$ cat src/rtl/tank_ctrl_conditioner_pkg.sv
// tank_ctrl_pkg: shared definitions for the tank control conditioner.
//   - joystick word bit indices (JOY_RIGHT .. JOY_COIN)
//   - tread_t {fw, bk}, stick_t {up, down, left, right}, tread_pair_t
//   - coin pulse FSM states
//   - map_stick(): 4/8-way stick to two-lever tread commands
package tank_ctrl_pkg;

  localparam int unsigned JOY_RIGHT  = 0;
  localparam int unsigned JOY_LEFT   = 1;
  localparam int unsigned JOY_DOWN   = 2;
  localparam int unsigned JOY_UP     = 3;
  localparam int unsigned JOY_FIRE   = 4;
  localparam int unsigned JOY_START1 = 5;
  localparam int unsigned JOY_START2 = 6;
  localparam int unsigned JOY_COIN   = 7;

  typedef struct packed {
    logic fw;
    logic bk;
  } tread_t;

  // Bit order matches joystick word [3:0]: {up, down, left, right}.
  typedef logic [3:0] stick_t;

  // a = first tread (W/Y), b = second tread (X/Z).
  typedef struct packed {
    tread_t a;
    tread_t b;
  } tread_pair_t;

  typedef enum logic [1:0] {
    IDLE,
    PULSE,
    GAP
  } coin_state_t;

  function automatic tread_pair_t map_stick(input stick_t s);
    tread_pair_t t;
    t = '0;
    unique case (s)
      4'b1000: begin t.a.fw = 1'b1; t.b.fw = 1'b1; end  // up
      4'b1010: t.b.fw = 1'b1;                           // up-left
      4'b1001: t.a.fw = 1'b1;                           // up-right
      4'b0001: begin t.a.fw = 1'b1; t.b.bk = 1'b1; end  // right
      4'b0010: begin t.a.bk = 1'b1; t.b.fw = 1'b1; end  // left
      4'b0100: begin t.a.bk = 1'b1; t.b.bk = 1'b1; end  // down
      4'b0101: t.a.bk = 1'b1;                           // down-right
      4'b0110: t.b.bk = 1'b1;                           // down-left
      default: t = '0;                                  // none / conflicting
    endcase
    return t;
  endfunction

endpackage

$ cat src/rtl/tank_ctrl_conditioner_debounce.sv
// ctrl_debounce: one-bit debouncer.
//   clk_i  : clock
//   rst_i  : synchronous active-high reset (filtered value and counter clear)
//   raw_i  : raw input
//   filt_o : filtered value; follows raw_i after DEBOUNCE_CYCLES stable cycles
module ctrl_debounce #(
  parameter int unsigned DEBOUNCE_CYCLES = 12000
) (
  input  logic clk_i,
  input  logic rst_i,
  input  logic raw_i,
  output logic filt_o
);

  localparam int unsigned   CW       = $clog2(DEBOUNCE_CYCLES) + 1;
  localparam logic [CW-1:0] CNT_LAST = CW'(DEBOUNCE_CYCLES - 1);

  logic [CW-1:0] cnt_q, cnt_d;
  logic          filt_q, filt_d;

  always_comb begin
    cnt_d  = '0;
    filt_d = filt_q;
    if (raw_i != filt_q) begin
      if (cnt_q == CNT_LAST) begin
        filt_d = raw_i;
      end else begin
        cnt_d = cnt_q + 1'b1;
      end
    end
  end

  always_ff @(posedge clk_i) begin
    if (rst_i) begin
      cnt_q  <= '0;
      filt_q <= 1'b0;
    end else begin
      cnt_q  <= cnt_d;
      filt_q <= filt_d;
    end
  end

  assign filt_o = filt_q;

endmodule

$ cat src/rtl/tank_ctrl_conditioner.sv
// tank_ctrl_conditioner: input conditioning in front of the ultra_tank core.
// Debounces both joystick words, maps each stick onto two tread levers,
// registers fire/start, and shapes coin presses into rate-limited pulses.
// Ports:
//   clk_sys, reset           : clock, synchronous active-high reset
//   joy1, joy2 [15:0]        : MiSTer joystick words (bits 7:0 used)
//   joy{w,x,y,z}_{fw,bk}_n   : tread levers, active-low (w/x = P1, y/z = P2)
//   fire_a, fire_b           : fire buttons, active-high
//   start1_n, start2_n       : start buttons, active-low (either player)
//   coin_n                   : shaped coin pulse, active-low
//   coins_pending [1:0]      : queued coin count
// Optional feature: define TANK_CTRL_AUTOFIRE_EN for autofire on held fire.
module tank_ctrl_conditioner
  import tank_ctrl_pkg::*;
#(
  parameter int unsigned DEBOUNCE_CYCLES   = 12000,
  parameter int unsigned COIN_PULSE_CYCLES = 600000,
  parameter int unsigned COIN_GAP_CYCLES   = 600000,
  parameter int unsigned AUTOFIRE_CYCLES   = 1200000
) (
  input  logic        clk_sys,
  input  logic        reset,
  input  logic [15:0] joy1,
  input  logic [15:0] joy2,
  output logic        joyw_fw_n,
  output logic        joyw_bk_n,
  output logic        joyx_fw_n,
  output logic        joyx_bk_n,
  output logic        joyy_fw_n,
  output logic        joyy_bk_n,
  output logic        joyz_fw_n,
  output logic        joyz_bk_n,
  output logic        fire_a,
  output logic        fire_b,
  output logic        start1_n,
  output logic        start2_n,
  output logic        coin_n,
  output logic [1:0]  coins_pending
);

  localparam int unsigned COIN_MAX = (COIN_PULSE_CYCLES > COIN_GAP_CYCLES) ?
                                     COIN_PULSE_CYCLES : COIN_GAP_CYCLES;
  localparam int unsigned   CW         = $clog2(COIN_MAX) + 1;
  localparam logic [CW-1:0] PULSE_LAST = CW'(COIN_PULSE_CYCLES - 1);
  localparam logic [CW-1:0] GAP_LAST   = CW'(COIN_GAP_CYCLES - 1);

  // Raw vector layout: [4:0] P1 {fire,up,down,left,right}, [9:5] P2 same,
  // [10] start1, [11] start2, [12] coin (start/coin OR-ed across players).
  localparam int unsigned NDB = 13;

  logic [NDB-1:0] raw, filt;

  assign raw = {joy1[JOY_COIN]   | joy2[JOY_COIN],
                joy1[JOY_START2] | joy2[JOY_START2],
                joy1[JOY_START1] | joy2[JOY_START1],
                joy2[4:0],
                joy1[4:0]};

  logic unused_joy_hi;
  assign unused_joy_hi = ^{joy1[15:8], joy2[15:8]};

  for (genvar g = 0; g < NDB; g++) begin : g_db
    ctrl_debounce #(.DEBOUNCE_CYCLES(DEBOUNCE_CYCLES)) u_db (
      .clk_i  (clk_sys),
      .rst_i  (reset),
      .raw_i  (raw[g]),
      .filt_o (filt[g])
    );
  end

  if (AUTOFIRE_CYCLES == 0) begin : g_bad_autofire
    $error("AUTOFIRE_CYCLES must be nonzero");
  end

  // Treads, starts
  tread_pair_t t1, t2;
  assign t1 = map_stick(stick_t'(filt[3:0]));
  assign t2 = map_stick(stick_t'(filt[8:5]));

  always_ff @(posedge clk_sys) begin
    if (reset) begin
      {joyw_fw_n, joyw_bk_n, joyx_fw_n, joyx_bk_n} <= '1;
      {joyy_fw_n, joyy_bk_n, joyz_fw_n, joyz_bk_n} <= '1;
      start1_n <= 1'b1;
      start2_n <= 1'b1;
    end else begin
      {joyw_fw_n, joyw_bk_n, joyx_fw_n, joyx_bk_n} <= ~t1;
      {joyy_fw_n, joyy_bk_n, joyz_fw_n, joyz_bk_n} <= ~t2;
      start1_n <= ~filt[10];
      start2_n <= ~filt[11];
    end
  end

  // Fire
  logic [1:0] fire_filt, fire_q;
  assign fire_filt = {filt[9], filt[4]};

`ifdef TANK_CTRL_AUTOFIRE_EN
  localparam int unsigned   AW      = $clog2(AUTOFIRE_CYCLES) + 1;
  localparam logic [AW-1:0] AF_LAST = AW'(AUTOFIRE_CYCLES - 1);

  logic [1:0]    af_act_q;
  logic [AW-1:0] af_cnt_q [2];

  // First held cycle forces high and restarts the phase; afterwards the
  // output toggles each time the counter completes a half-period.
  always_ff @(posedge clk_sys) begin
    for (int unsigned p = 0; p < 2; p++) begin
      if (reset || !fire_filt[p]) begin
        fire_q[p]   <= 1'b0;
        af_act_q[p] <= 1'b0;
        af_cnt_q[p] <= '0;
      end else if (!af_act_q[p]) begin
        fire_q[p]   <= 1'b1;
        af_act_q[p] <= 1'b1;
        af_cnt_q[p] <= '0;
      end else if (af_cnt_q[p] == AF_LAST) begin
        fire_q[p]   <= ~fire_q[p];
        af_cnt_q[p] <= '0;
      end else begin
        af_cnt_q[p] <= af_cnt_q[p] + 1'b1;
      end
    end
  end
`else
  always_ff @(posedge clk_sys) begin
    if (reset) begin
      fire_q <= '0;
    end else begin
      fire_q <= fire_filt;
    end
  end
`endif

  assign fire_a = fire_q[0];
  assign fire_b = fire_q[1];

  // Coin pulse shaper
  coin_state_t   state_q, state_d;
  logic [CW-1:0] cnt_q, cnt_d;
  logic [1:0]    pend_q, pend_d;
  logic          coin_n_q, coin_n_d;
  logic          coin_prev_q;
  logic          coin_edge, dequeue;

  assign coin_edge = filt[12] & ~coin_prev_q;
  assign dequeue   = (state_q == IDLE) && (pend_q != 2'd0);

  always_comb begin
    state_d  = state_q;
    cnt_d    = cnt_q;
    coin_n_d = coin_n_q;
    pend_d   = pend_q;

    // Edge and dequeue together cancel out.
    if (coin_edge && !dequeue && pend_q != 2'd3) begin
      pend_d = pend_q + 2'd1;
    end else if (dequeue && !coin_edge) begin
      pend_d = pend_q - 2'd1;
    end

    unique case (state_q)
      IDLE: begin
        coin_n_d = 1'b1;
        if (dequeue) begin
          state_d  = PULSE;
          cnt_d    = '0;
          coin_n_d = 1'b0;
        end
      end
      PULSE: begin
        coin_n_d = 1'b0;
        if (cnt_q == PULSE_LAST) begin
          state_d  = GAP;
          cnt_d    = '0;
          coin_n_d = 1'b1;
        end else begin
          cnt_d = cnt_q + 1'b1;
        end
      end
      GAP: begin
        coin_n_d = 1'b1;
        if (cnt_q == GAP_LAST) begin
          state_d = IDLE;
          cnt_d   = '0;
        end else begin
          cnt_d = cnt_q + 1'b1;
        end
      end
      default: begin
        state_d  = IDLE;
        cnt_d    = '0;
        coin_n_d = 1'b1;
      end
    endcase
  end

  always_ff @(posedge clk_sys) begin
    if (reset) begin
      state_q     <= IDLE;
      cnt_q       <= '0;
      pend_q      <= '0;
      coin_n_q    <= 1'b1;
      coin_prev_q <= 1'b0;
    end else begin
      state_q     <= state_d;
      cnt_q       <= cnt_d;
      pend_q      <= pend_d;
      coin_n_q    <= coin_n_d;
      coin_prev_q <= filt[12];
    end
  end

  assign coin_n        = coin_n_q;
  assign coins_pending = pend_q;

endmodule

$ cat config.mk
export PLATFORM = sky130hd
export DESIGN_NAME = tank_ctrl_conditioner
export DESIGN_NICKNAME = d
export VERILOG_FILES = /design/src/rtl/tank_ctrl_conditioner_pkg.sv /design/src/rtl/tank_ctrl_conditioner_debounce.sv /design/src/rtl/tank_ctrl_conditioner.sv
export SDC_FILE = /design/constraint.sdc
export NUM_CORES = 1
export LEC_CHECK = 0
export BUFFER_PORTS_ARGS = -buffer_cell sky130_fd_sc_hd__buf_4
export CAP_MARGIN = 20
export CORE_UTILIZATION = 66
export CTS_CLUSTER_SIZE = 28
export DETAILED_ROUTE_END_ITERATION = 16
export PLACE_DENSITY = 0.85
export SETUP_SLACK_MARGIN = 0.4
export SLEW_MARGIN = 10
export SYNTH_ARGS = -nofsm -noshare
export SYNTH_HDL_FRONTEND = slang
export SYNTH_SLANG_ARGS = --single-unit
export TNS_END_PERCENT = 1
$ cat constraint.sdc
create_clock -name clk_sys -period 5.9 [get_ports clk_sys]
set_input_delay 0.885 -clock clk_sys [delete_from_list [all_inputs] [get_ports clk_sys]]
set_output_delay 0.885 -clock clk_sys [all_outputs]
set_load 0.02 [all_outputs]
# --- Word level (Yosys, flattened, before mapping) ---
# Index checks and enable logic that the tools add are counted.
totals:
  ff_bits: 247
  input_bits: 34
  out_inout_bits: 15
classes:
  add_sub_neg: 16
  n_eq_ne: 49
  n_mux: 20
  n_bitwise: 22
  n_reduce_logical: 45
ops:
  columns: ["cell", "count"]
  rows:
  - ["15-bit by 1-bit adder with 15-bit output, second input constant", 13]
  - ["15-bit by 14-bit equality test with 1-bit output, second input constant", 13]
  - ["3-bit OR reduction", 21]
  - ["21-bit two-way mux", 2]
  - ["21-bit one-hot mux with 2 select lines", 1]
  - ["2-bit AND reduction", 13]
  - ["4-bit by 3-bit equality test with 1-bit output, second input constant", 6]
  - ["4-bit equality test, second input constant", 6]
  - ["21-bit by 1-bit adder with 21-bit output, second input constant", 1]
  - ["21-bit by 20-bit equality test with 1-bit output, second input constant", 1]
  - ["1-bit NOT", 16]
  - ["1-bit != test", 13]
  - ["1-bit two-way mux", 10]
  - ["2-bit two-way mux", 5]
  - ["4-bit by 1-bit equality test with 1-bit output, second input constant", 2]
  - ["4-bit by 2-bit equality test with 1-bit output, second input constant", 2]
  - ["2-bit != test, second input constant", 4]
  - ["4-bit NOT", 2]
  - ["2-bit one-hot mux with 3 select lines", 1]
  - ["1-bit logical AND", 4]
  - ["2-bit nonzero test", 2]
  - ["1-bit bitwise OR", 3]
  - ["3-bit AND reduction", 1]
  - ["2-bit by 1-bit adder with 2-bit output, second input constant", 1]
  - ["8 further kinds", 9]

# --- Logic depth before layout (Yosys ltp) ---
depth:
  word_depth: 6
  depth_mapped: 9
  depth_no_buf: 7

# --- Cells and area by module ---
# A second synthesis with hierarchy kept.
hier_totals:
  cells_unflattened: 1219
  hier_area_um2: 11149.4
modules_own_cells:
  columns: ["module", "n_inst", "cells_each", "area_each_um2", "seq_area_each_um2"]
  rows:
  - ["ctrl_debounce", 13, 78, 720.7, 320.3]
  - ["tank_ctrl_conditioner", 1, 205, 1780.5, 780.7]

# --- Worst setup path before layout ---
# No wires, ideal clock.
synth_timing:
  kind: "input-to-reg"
  from: "input joy2[5]"
  to: "register g_db[10].u_db.cnt_q[9]"
  arrival_time_ps: 1976
  required_time_ps: 5836
  slack_ps: 3859
  cell_stages: 6
  path_cell_list: "or2_2 xnor2_1 or3_1 buf_2 buf_2 nor2_1"
synth_via:
  elab_chain_cells: 4
synth_rtl:
  columns: ["element", "line_no", "rtl"]
  rows:
  - ["start: declaration", "tank_ctrl_conditioner.sv:24", "input logic [15:0] joy2,"]
  - ["1-bit bitwise OR", "tank_ctrl_conditioner.sv:55", "joy1[JOY_START1] | joy2[JOY_START1],"]
  - ["1-bit != test", "tank_ctrl_conditioner_debounce.sv:24", "if (raw_i != filt_q) begin"]
  - ["1-bit NOT (no line)", null, null]
  - ["3-bit OR reduction (no line)", null, null]
  - ["end signal: assignment", "tank_ctrl_conditioner_debounce.sv:38", "cnt_q <= cnt_d;"]
  - ["end: declaration", "tank_ctrl_conditioner_debounce.sv:18", "logic [CW-1:0] cnt_q, cnt_d;"]
# Every way passes these cells.
# A chain may end at the register's enable or synchronous reset.

# --- Final worst setup path ---
layout_timing:
  from: "input reset"
  to: "register g_db[9].u_db.cnt_q[10]"
layout_via:
  elab_chain_cells: 1
layout_rtl:
  columns: ["element", "line_no", "rtl"]
  rows:
  - ["start: declaration", "tank_ctrl_conditioner.sv:22", "input logic reset,"]
  - ["3-bit OR reduction (no line)", null, null]
  - ["end signal: assignment", "tank_ctrl_conditioner_debounce.sv:38", null]
  - ["end: declaration", "tank_ctrl_conditioner_debounce.sv:18", null]
# Every way passes these cells.

==> reports/qor.csv <==
stage,metric,value,unit
run_status,outcome,completed,
final_layout,fin_util,0.7511,
grt,grt_pass1_wl,34050,microns
sta,fin_crit,2924,ps
floorplan,dieArea,16750,sq um
drt,avgRoutedWirePerCell,13.17,microns
yosys,synth.area.top_cells,"dfxtp_1, xor2_1, nor2_1",
yosys,synth_flop_cell,dfxtp_1,
sta,drv_slew,0,
clock_tree,cts.htree.levels,1,
drt,drt_iter0_markers,390,
floorplan,rows,46,
place,dpl.hpwl,12460,microns
floorplan,die_h,129.4,microns
floorplan,start_util,0.6745,
yosys,yosysSeqAreaShare,0.4615,
clock_tree,cts-root-buf,clkbuf_16,
drt,vias,8292,
drt,post-route-drc-count,0,
place,gp_congestion,0.8132,
yosys,synth_area,10710,sq um
yosys,yosysMostFrequentCell,nor2_1,
final_layout,antenna_cells,0,
worst_setup_path,cp-start-kind,primary input,
yosys,syn-num-nets,1296,
yosys,syn-mean-instance-area,8.606,sq um
final_layout,nets,1322,
yosys,ys_types,52,
sta,tightest_slew,970.1,ps
sta,finClkSkew,8.654,ps
yosys,postSynthCellCount,1245,
power,ir_drop,0.2448,mV
yosys,ys_ff_latch,247,
clock_tree,clkTransAtPathRegs,60,ps
yosys,synth.top_cells.by_count,"nor2_1, dfxtp_1, xor2_1",
clock_tree,clock_path_buffers,3,
yosys,async_flop_share,0,
worst_setup_path,cp.arrival,3290,ps
drt,via_per_inst,5.513,
clock_tree,cts_setup_buffers,0,
clock_tree,clk_latency,510,ps
floorplan,die_x,129.4,microns
clock_tree,cts_resized,0,
worst_setup_path,end_kind,flop,
sta,setup_violations,0,
drt,drt.antenna.violating_nets,0,
worst_setup_path,critPathKind,primary input to flop,
sta,finalCritPeriodShare,0.4955,
sta,hold_violations,0,
power,p_leak,4.088,nW
final_layout,drive_above_1_share,0.07143,
worst_setup_path,crit_path_max_fanout,52,
hold_path,hp-class,flop to flop,
clock_tree,postCtsHoldBufs,0,
grt,grt_start_max_net_pins,53,
drt,dr.pass1.iters,6,
sta,rsz0062_at_grt,no,
power,p_per_area,286.1,nW/um^2
yosys,yosys.area.top_type,dfxtp_1,
drt,drt-total-wl,19810,microns
place,io_buffers,32,
yosys,synth_top_area_share,0.4615,
floorplan,core,15890,sq um
grt,gr-total-overflow,0,
floorplan,ioPinCount,49,
sta,fin_setup_tns,0,ps
worst_setup_path,cp.required,6260,ps
clock_tree,cts_inserted_buffers,25,
grt,grt_usage,0.2430,
final_layout,area_growth,11.36,%
yosys,ys_warn_count,0,
yosys,synth_edf_count,0,
clock_tree,cts_tree,done,
clock_tree,cts_sinks,247,
grt,antenna_found_initial,0,
job,drv_cap,0,
grt,grt_pass1_vias,7873,
sta,timing.slew.headroom,0.3494,
sta,fmax,342.0,MHz
power,finalPower,0.003414,W
==> state kept, by name, indices dropped and copies added (netlist names), 2 cells and up <==
name / flops
cnt_q: 21
g_db.u_db.filt_o: 13
coins_pending: 2
g_db.u_db.cnt_q: 195
fire_q: 2
state_q: 2
==> logic make-up (layout without fill, tap and decap cells) <==
| logic type | Yosys count | in the layout | synth area share |
|---|---|---|---|
| flip-flops | 247 | 247 | 0.4615 |
| buffers and inverters | 71 | 114 | 0.02768 |
| AO/OA/AOI/OAI | 44 | 44 | 0.02569 |
| AND/OR/NAND/NOR | 669 | 669 | 0.3022 |
| XOR/XNOR | 183 | 183 | 0.1496 |
| multiplexers | 14 | 14 | 0.01343 |
| adder cells (fa/ha/maj) | 17 | 17 | 0.01985 |
==> power by group <==
part / switching (W) / internal, W / leakage [nW] / total [W]
registers: 0.0000107 / 0.00168 / 1.99 / 0.00169
clock network: 0.000621 / 0.000988 / 0.422 / 0.00161
logic: 0.0000809 / 0.0000332 / 1.67 / 0.000114
==> path summary, 6_finish.rpt <==
| kind | startpoint | end | slack (ps) | cells past startpoint |
|---|---|---|---|---|
| worst max-delay path | reset | g_db[9].u_db.cnt_q[10] | 2980 | 5 |
| worst min-delay path | g_db[10].u_db.filt_o | start1_n | 410 | 1 |
| worst max register to register | cnt_q[0] | cnt_q[14] | 3680 | 6 |
| worst min register to register | g_db[10].u_db.filt_o | start1_n | 410 | 1 |
==> area by class of cell <==
class                   instances  area [sq um]
inverters                      37         138.9
repair buffers                 33         247.7
clock inverters                 4         70.07
clock buffers                  40         782.0
flip-flops and latches        247          4945
well taps                     216         270.3
fillers                      1166          3954
multi-input cells             927          5478
==> placed cells by master (no fill, tap or decap), drive strengths merged, types with 18 or more instances in the layout <==
master,instances
nand3,105
nand2,102
inv,36
xor2,111
and3,28
nor2,255
nor4,18
xnor2,72
clkbuf,40
nor3,34
buf,33
dfxtp,247
nand4,52
==> critical path, stage by stage <==
cell and delay [ps]:
buf_4 470, clkinv_1 870, nand2_1 290, or2_0 600, nor2_1 130
==> through the flow <==
stage | cells | setup WS [ps] | instance area (sq um) | hold slack (ps)
after floorplan | 1245 | 3859 | 10710 | 376.6
after global placement | 1460 | 2607 | 11080 | 393.4
after detailed placement | 1460 | 2556 | 11080 | 393.7
after CTS | 1504 | 3030 | 11930 | 408.7
after global routing | 1504 | 2826 | 11930 | 451.6
final | 1504 | 2976 | 11930 | 405.7
==> metal layers <==
layer,share of wire,wire [microns],up-vias,GRT usage
met3,0.030,591,31,0.03964
met5,0,0,-,0
met1,0.46,9182,3879,0.3002
met2,0.49,9711,103,0.4358
li1,-,-,4279,-
met4,0.016,325,0,0.07114
No activity file was read; power rests on OpenSTA's default activity.
